**src/rtl/seg7_pkg.sv**
```systemverilog
// Seven-segment glyphs (active-low {g,f,e,d,c,b,a}), scan states and anode patterns
// shared by the display driver and its decoder.
package seg7_pkg;

  localparam logic [6:0] SEG_0     = 7'b1000000;
  localparam logic [6:0] SEG_1     = 7'b1111001;
  localparam logic [6:0] SEG_2     = 7'b0100100;
  localparam logic [6:0] SEG_3     = 7'b0110000;
  localparam logic [6:0] SEG_4     = 7'b0011001;
  localparam logic [6:0] SEG_5     = 7'b0010010;
  localparam logic [6:0] SEG_6     = 7'b0000010;
  localparam logic [6:0] SEG_7     = 7'b1111000;
  localparam logic [6:0] SEG_8     = 7'b0000000;
  localparam logic [6:0] SEG_9     = 7'b0010000;
  localparam logic [6:0] SEG_A     = 7'b0001000;
  localparam logic [6:0] SEG_B     = 7'b0000011;
  localparam logic [6:0] SEG_C     = 7'b1000110;
  localparam logic [6:0] SEG_D     = 7'b0100001;
  localparam logic [6:0] SEG_E     = 7'b0000110;
  localparam logic [6:0] SEG_F     = 7'b0001110;
  localparam logic [6:0] SEG_BLANK = 7'b1111111;

  localparam logic [3:0] AN_OFF = 4'b1111;

  typedef enum logic [1:0] {
    D0 = 2'd0,
    D1 = 2'd1,
    D2 = 2'd2,
    D3 = 2'd3
  } scan_state_t;

  function automatic logic [3:0] anode_of(input scan_state_t s);
    case (s)
      D0:      anode_of = 4'b1110;
      D1:      anode_of = 4'b1101;
      D2:      anode_of = 4'b1011;
      default: anode_of = 4'b0111;
    endcase
  endfunction

endpackage

```
**src/rtl/seg7_decoder.sv**
```systemverilog
// Combinational 4-bit value to active-low hex glyph; zero latency, no flow control.
module seg7_decoder
  import seg7_pkg::*;
(
  input  logic [3:0] val,
  output logic [6:0] seg
);

  always_comb begin
    seg = SEG_BLANK;
    case (val)
      4'h0: seg = SEG_0;
      4'h1: seg = SEG_1;
      4'h2: seg = SEG_2;
      4'h3: seg = SEG_3;
      4'h4: seg = SEG_4;
      4'h5: seg = SEG_5;
      4'h6: seg = SEG_6;
      4'h7: seg = SEG_7;
      4'h8: seg = SEG_8;
      4'h9: seg = SEG_9;
      4'hA: seg = SEG_A;
      4'hB: seg = SEG_B;
      4'hC: seg = SEG_C;
      4'hD: seg = SEG_D;
      4'hE: seg = SEG_E;
      4'hF: seg = SEG_F;
      default: seg = SEG_BLANK;
    endcase
  end

endmodule

```
**src/rtl/count_display_driver.sv**
```systemverilog
// Multiplexed 4-digit display of a 4-bit count: decimal on digits 1:0, hex on digit 3.
// Outputs registered; a new count is shown within one frame plus one edge; no backpressure.
module count_display_driver
  import seg7_pkg::*;
#(
  parameter int REFRESH_DIV = 100000,
  parameter bit BLANK_LZ    = 1'b1
) (
  input  logic       clk,
  input  logic       rst,
  input  logic [3:0] count_in,
  output logic [3:0] an,
  output logic [6:0] seg,
  output logic       dp
);

  localparam int PW = $clog2(REFRESH_DIV);
  localparam logic [PW-1:0] PRE_MAX = PW'(REFRESH_DIV - 1);

  scan_state_t   state, state_nx;
  logic [PW-1:0] pre, pre_nx;
  logic [3:0]    snap, snap_nx;
  logic          wrap, wrap_nx;
  logic          start;
  logic          tick;

  logic          tens_nx;
  logic [3:0]    ones_nx;
  logic [3:0]    dig;
  logic          dig_blank;
  logic [6:0]    dig_seg;

  // start marks the first edge after reset: snapshot taken, prescaler held at 0
  // so the opening D0 dwell is a full REFRESH_DIV cycles.
  assign tick = (pre == PRE_MAX) && !start;

  always_ff @(posedge clk) begin
    if (rst) state <= D0;
    else     state <= state_nx;
  end

  always_comb begin
    state_nx = state;
    pre_nx   = pre;
    snap_nx  = snap;
    wrap_nx  = wrap;
    if (start) begin
      state_nx = D0;
      pre_nx   = '0;
      snap_nx  = count_in;
      wrap_nx  = 1'b0;
    end else begin
      pre_nx = tick ? '0 : pre + 1'b1;
      if (tick) begin
        case (state)
          D0: state_nx = D1;
          D1: state_nx = D2;
          D2: state_nx = D3;
          default: begin
            state_nx = D0;
            snap_nx  = count_in;
            wrap_nx  = (count_in < snap);
          end
        endcase
      end
    end
  end

  // Digit content is derived from next-state values so the registered outputs
  // line up with the state they describe.
  always_comb begin
    tens_nx   = (snap_nx >= 4'd10);
    ones_nx   = tens_nx ? (snap_nx - 4'd10) : snap_nx;
    dig       = 4'd0;
    dig_blank = 1'b0;
    case (state_nx)
      D0: dig = ones_nx;
      D1: begin
        dig       = {3'b000, tens_nx};
        dig_blank = BLANK_LZ && !tens_nx;
      end
      D2: dig_blank = 1'b1;
      default: dig = snap_nx;
    endcase
  end

  seg7_decoder u_dec (
    .val (dig),
    .seg (dig_seg)
  );

  always_ff @(posedge clk) begin
    if (rst) begin
      pre   <= '0;
      snap  <= 4'd0;
      wrap  <= 1'b0;
      start <= 1'b1;
      an    <= AN_OFF;
      seg   <= SEG_BLANK;
      dp    <= 1'b1;
    end else begin
      pre   <= pre_nx;
      snap  <= snap_nx;
      wrap  <= wrap_nx;
      start <= 1'b0;
      an    <= anode_of(state_nx);
      seg   <= dig_blank ? SEG_BLANK : dig_seg;
      dp    <= !((state_nx == D0) && wrap_nx);
    end
  end

endmodule

```
**config.mk**
```make
export PLATFORM = sky130hd
export DESIGN_NAME = count_display_driver
export DESIGN_NICKNAME = d
export VERILOG_FILES = /design/src/rtl/seg7_pkg.sv /design/src/rtl/seg7_decoder.sv /design/src/rtl/count_display_driver.sv
export SDC_FILE = /design/constraint.sdc
export NUM_CORES = 1
export LEC_CHECK = 0
export CAP_MARGIN = 25
export CORE_MARGIN = 8
export CORE_UTILIZATION = 57
export CTS_CLUSTER_DIAMETER = 100
export DETAILED_ROUTE_END_ITERATION = 12
export PLACE_DENSITY_LB_ADDON = 0.25
export SLEW_MARGIN = 10
export SYNTH_ARGS = -nofsm -noshare
export SYNTH_HDL_FRONTEND = slang
export SYNTH_HIERARCHICAL = 1
export SYNTH_SLANG_ARGS = --single-unit
```
**constraint.sdc**
```tcl
create_clock -name clk -period 4.5 [get_ports clk]
set_input_delay 0.45 -clock clk [delete_from_list [all_inputs] [get_ports clk]]
set_output_delay 0.45 -clock clk [all_outputs]
set_load 0.03 [all_outputs]
```
==> results.json <==
{
  "status": "complete, no violations",
  "synth_cells": 242,
  "flow.area_growth_from_synthesis_pct": 15.3,
  "final-setup-viol-count": 0,
  "hold_path.class": "reg -> reg",
  "critical_path_class": "reg -> reg",
  "setup_total_negative_slack_ns": 0,
  "drt_pass1_iterations": 4,
  "route.detailed.vias_per_inst": 5.24,
  "timing_hold_violations_final": 0,
  "cts_tree": "yes",
  "critical_path_arrival_ns": 4.23,
  "power.static_leakage_nw": 1.02,
  "io_pins": 18,
  "clock_tree.root_cell": "clkbuf_8",
  "synth_enable_flop_cells": 0,
  "fillCellCount": 310,
  "cts-root-to-sink-buffers": 2,
  "detail-route-antenna-nets": 0,
  "place.detailed.hpwl_mm": 3.05,
  "synth-seq-cells": 37,
  "max-slew-margin-rel": 0.489,
  "nets": 288,
  "wl_per_cell_um": 12.8,
  "vias": 1623,
  "place_congestion": 0.816,
  "synth-seq-area-share": 0.346,
  "timing.critical_path.from_type": "flop",
  "fp.dieArea_sq_um": 5980,
  "async_flop_share": 0,
  "placement.io_buffers": 17,
  "first_iter_violations": 113,
  "grt_util_all_layers": 0.135,
  "grt_antenna_before_repair": 0,
  "wl_mm": 3.98,
  "postSynth.topFlopCell": "dfxtp_1",
  "numClockSinks": 37,
  "postLayoutSetupSlackWorst_ns": 0.440,
  "mappedNetlistNets": 269,
  "worstSkewPairLatency_ns": 0.29,
  "critical_path_peak_fanout": 6,
  "via_count_of_the_first_global_routing_pass": 1491,
  "min_period_ns": 4.06,
  "slew_at_the_pin_closest_to_its_max_slew_limit_ns": 0.745,
  "layout.cell_area.non_filler_sq_um": 2470,
  "grt_pass1_wl_mm": 6.70,
  "category_of_the_worst_setup_path_capture_point": "flop",
  "ys_types": 47,
  "clock-skew-final_ns": 0.00614,
  "core-area_sq_um": 3630,
  "cts.repair.resized": 0,
  "maxCapViolCount": 0,
  "post_route_cells_drive_above_1_share": 0.103,
  "post-cts-setup-buffer-count": 0,
  "detailedPlace.worstSlack_ns": 0.451,
  "worst_ir_drop_on_vdd_mv": 0.213,
  "cts.htree.levels": 2,
  "mappedNetlistArea_sq_um": 2140,
  "initial_core_util": 0.590,
  "timing.final.max_slew_violations": 0,
  "die_height_um": 77.3,
  "drc": 0,
  "yosys_warn_count": 6,
  "grt_start_max_net_pins": 16,
  "cts.reportedPaths.clkPinSlew_ns": 0.08,
  "grt_overflow": 0,
  "placementRows": 22,
  "tritoncts.num_buffers": 5,
  "placedInstanceArea_sq_um": 2350,
  "layout.cells.most_common_list": "nor2_1, dfxtp_1, ha_1",
  "chipWidth_um": 77.3,
  "final_common_cell": "nor2_1",
  "required_ns": 4.66,
  "clock.fmax_mhz": 246,
  "post_cts_hold_buffer_count": 0,
  "postSynthAreaPerCell_sq_um": 8.86,
  "antenna-diode-count": 0,
  "power.density_cell_area_nw_per_um2": 327,
  "final.period_utilization": 0.902,
  "grt_setup_unrepaired": "false"
}
## registers in the layout (all words and copies together) (netlist names)
signal / cells
state: 2
start: 1
pre: 17
an: 4
wrap: 1
dp: 1
snap: 4
seg: 7
## power by group
part	leakage (nW)	internal [mW]	switching, mW	total [mW]
combinational	0.656	0.0697	0.0900	0.160
sequential	0.303	0.343	0.00541	0.348
clock	0.0574	0.180	0.121	0.301
total	1.02	0.592	0.216	0.809
## metrics by stage
step | hold WS (ns) | power (mW) | instances | util
after floorplan | 0.430 | 0.470 | 242 | -
after global placement | 0.445 | 0.511 | 302 | 0.647
after detailed placement | 0.455 | 0.515 | 302 | 0.647
after CTS | 0.472 | 0.815 | 310 | 0.680
after global routing | 0.502 | 0.844 | 310 | 0.680
final | 0.465 | 0.809 | 310 | 0.680
## worst max-delay path, cell delays in order, from the launching register on
cell and delay (ns):
dfxtp_1 0.36, nor4_2 0.30, nand4_2 0.25, nor4_4 0.31, mux2i_1 0.17, nor2_1 0.22
ha_1 0.28, nor2_1 0.10, or3_1 0.36, mux2i_1 0.36, inv_1 0.19, ha_1 0.32
inv_1 0.05, mux4_1 0.49, nor2_1 0.12, nand2_1 0.05
## layout make-up
type,count,area [sq um],share of cell area
tap,48,60.1,0.0243
clock inverter,2,37.5,0.0152
inverter,16,60.1,0.0243
multi-input combinational,182,1310,0.528
clock buffer,6,82.6,0.0334
sequential,37,741,0.300
timing repair buffer,19,185,0.0749
## layer usage
layer / part of all wire / GRT usage / up-vias
li1: - / - / 851
met1: 0.48 / 0.170 / 736
met2: 0.46 / 0.208 / 30
met3: 0.045 / 0.0478 / 6
met4: 0.012 / 0.0472 / 0
met5: 0 / 0 / -
## final timing paths
path,startpoint,to,slack [ns],cells past startpoint
max,pre[11],seg[3],0.44,15
min,pre[0],pre[0],0.47,1
min reg2reg,pre[0],pre[0],0.47,1
max reg2reg,pre[11],seg[3],0.44,15
## cells in the mapped netlist (3+ instances only)
library cell / number / area, sq um
mux2_2: 3 / 33.8
and3_1: 3 / 18.8
dfxtp_1: 37 / 741
o21ai_0: 5 / 25.0
buf_2: 3 / 15.0
xor2_1: 10 / 87.6
ha_1: 21 / 263
inv_1: 16 / 60.1
nand2b_1: 7 / 43.8
xnor2_1: 5 / 43.8
mux2i_1: 9 / 90.1
a21o_1: 3 / 22.5
nor3_1: 4 / 20.0
nor2_1: 47 / 176
nand2_1: 15 / 56.3
nand4_1: 4 / 25.0
clkbuf_1: 3 / 11.3
or2_2: 4 / 25.0
a21oi_1: 5 / 25.0
nand3_1: 7 / 35.0
## cell families (layout without fill, tap and decap cells)
| family | count (synthesis) | in the layout | share of synthesized area |
|---|---|---|---|
| and+or+nand+nor | 102 | 102 | 0.243 |
| buffers and inverters | 23 | 43 | 0.0455 |
| xor gates and xnor gates | 15 | 15 | 0.0613 |
| muxes | 14 | 14 | 0.0771 |
| DFF | 37 | 37 | 0.346 |
| AOI/OAI and AO/OA | 30 | 30 | 0.104 |
| adders and majority gates | 21 | 21 | 0.123 |
Power figures use the tool's default switching activity.
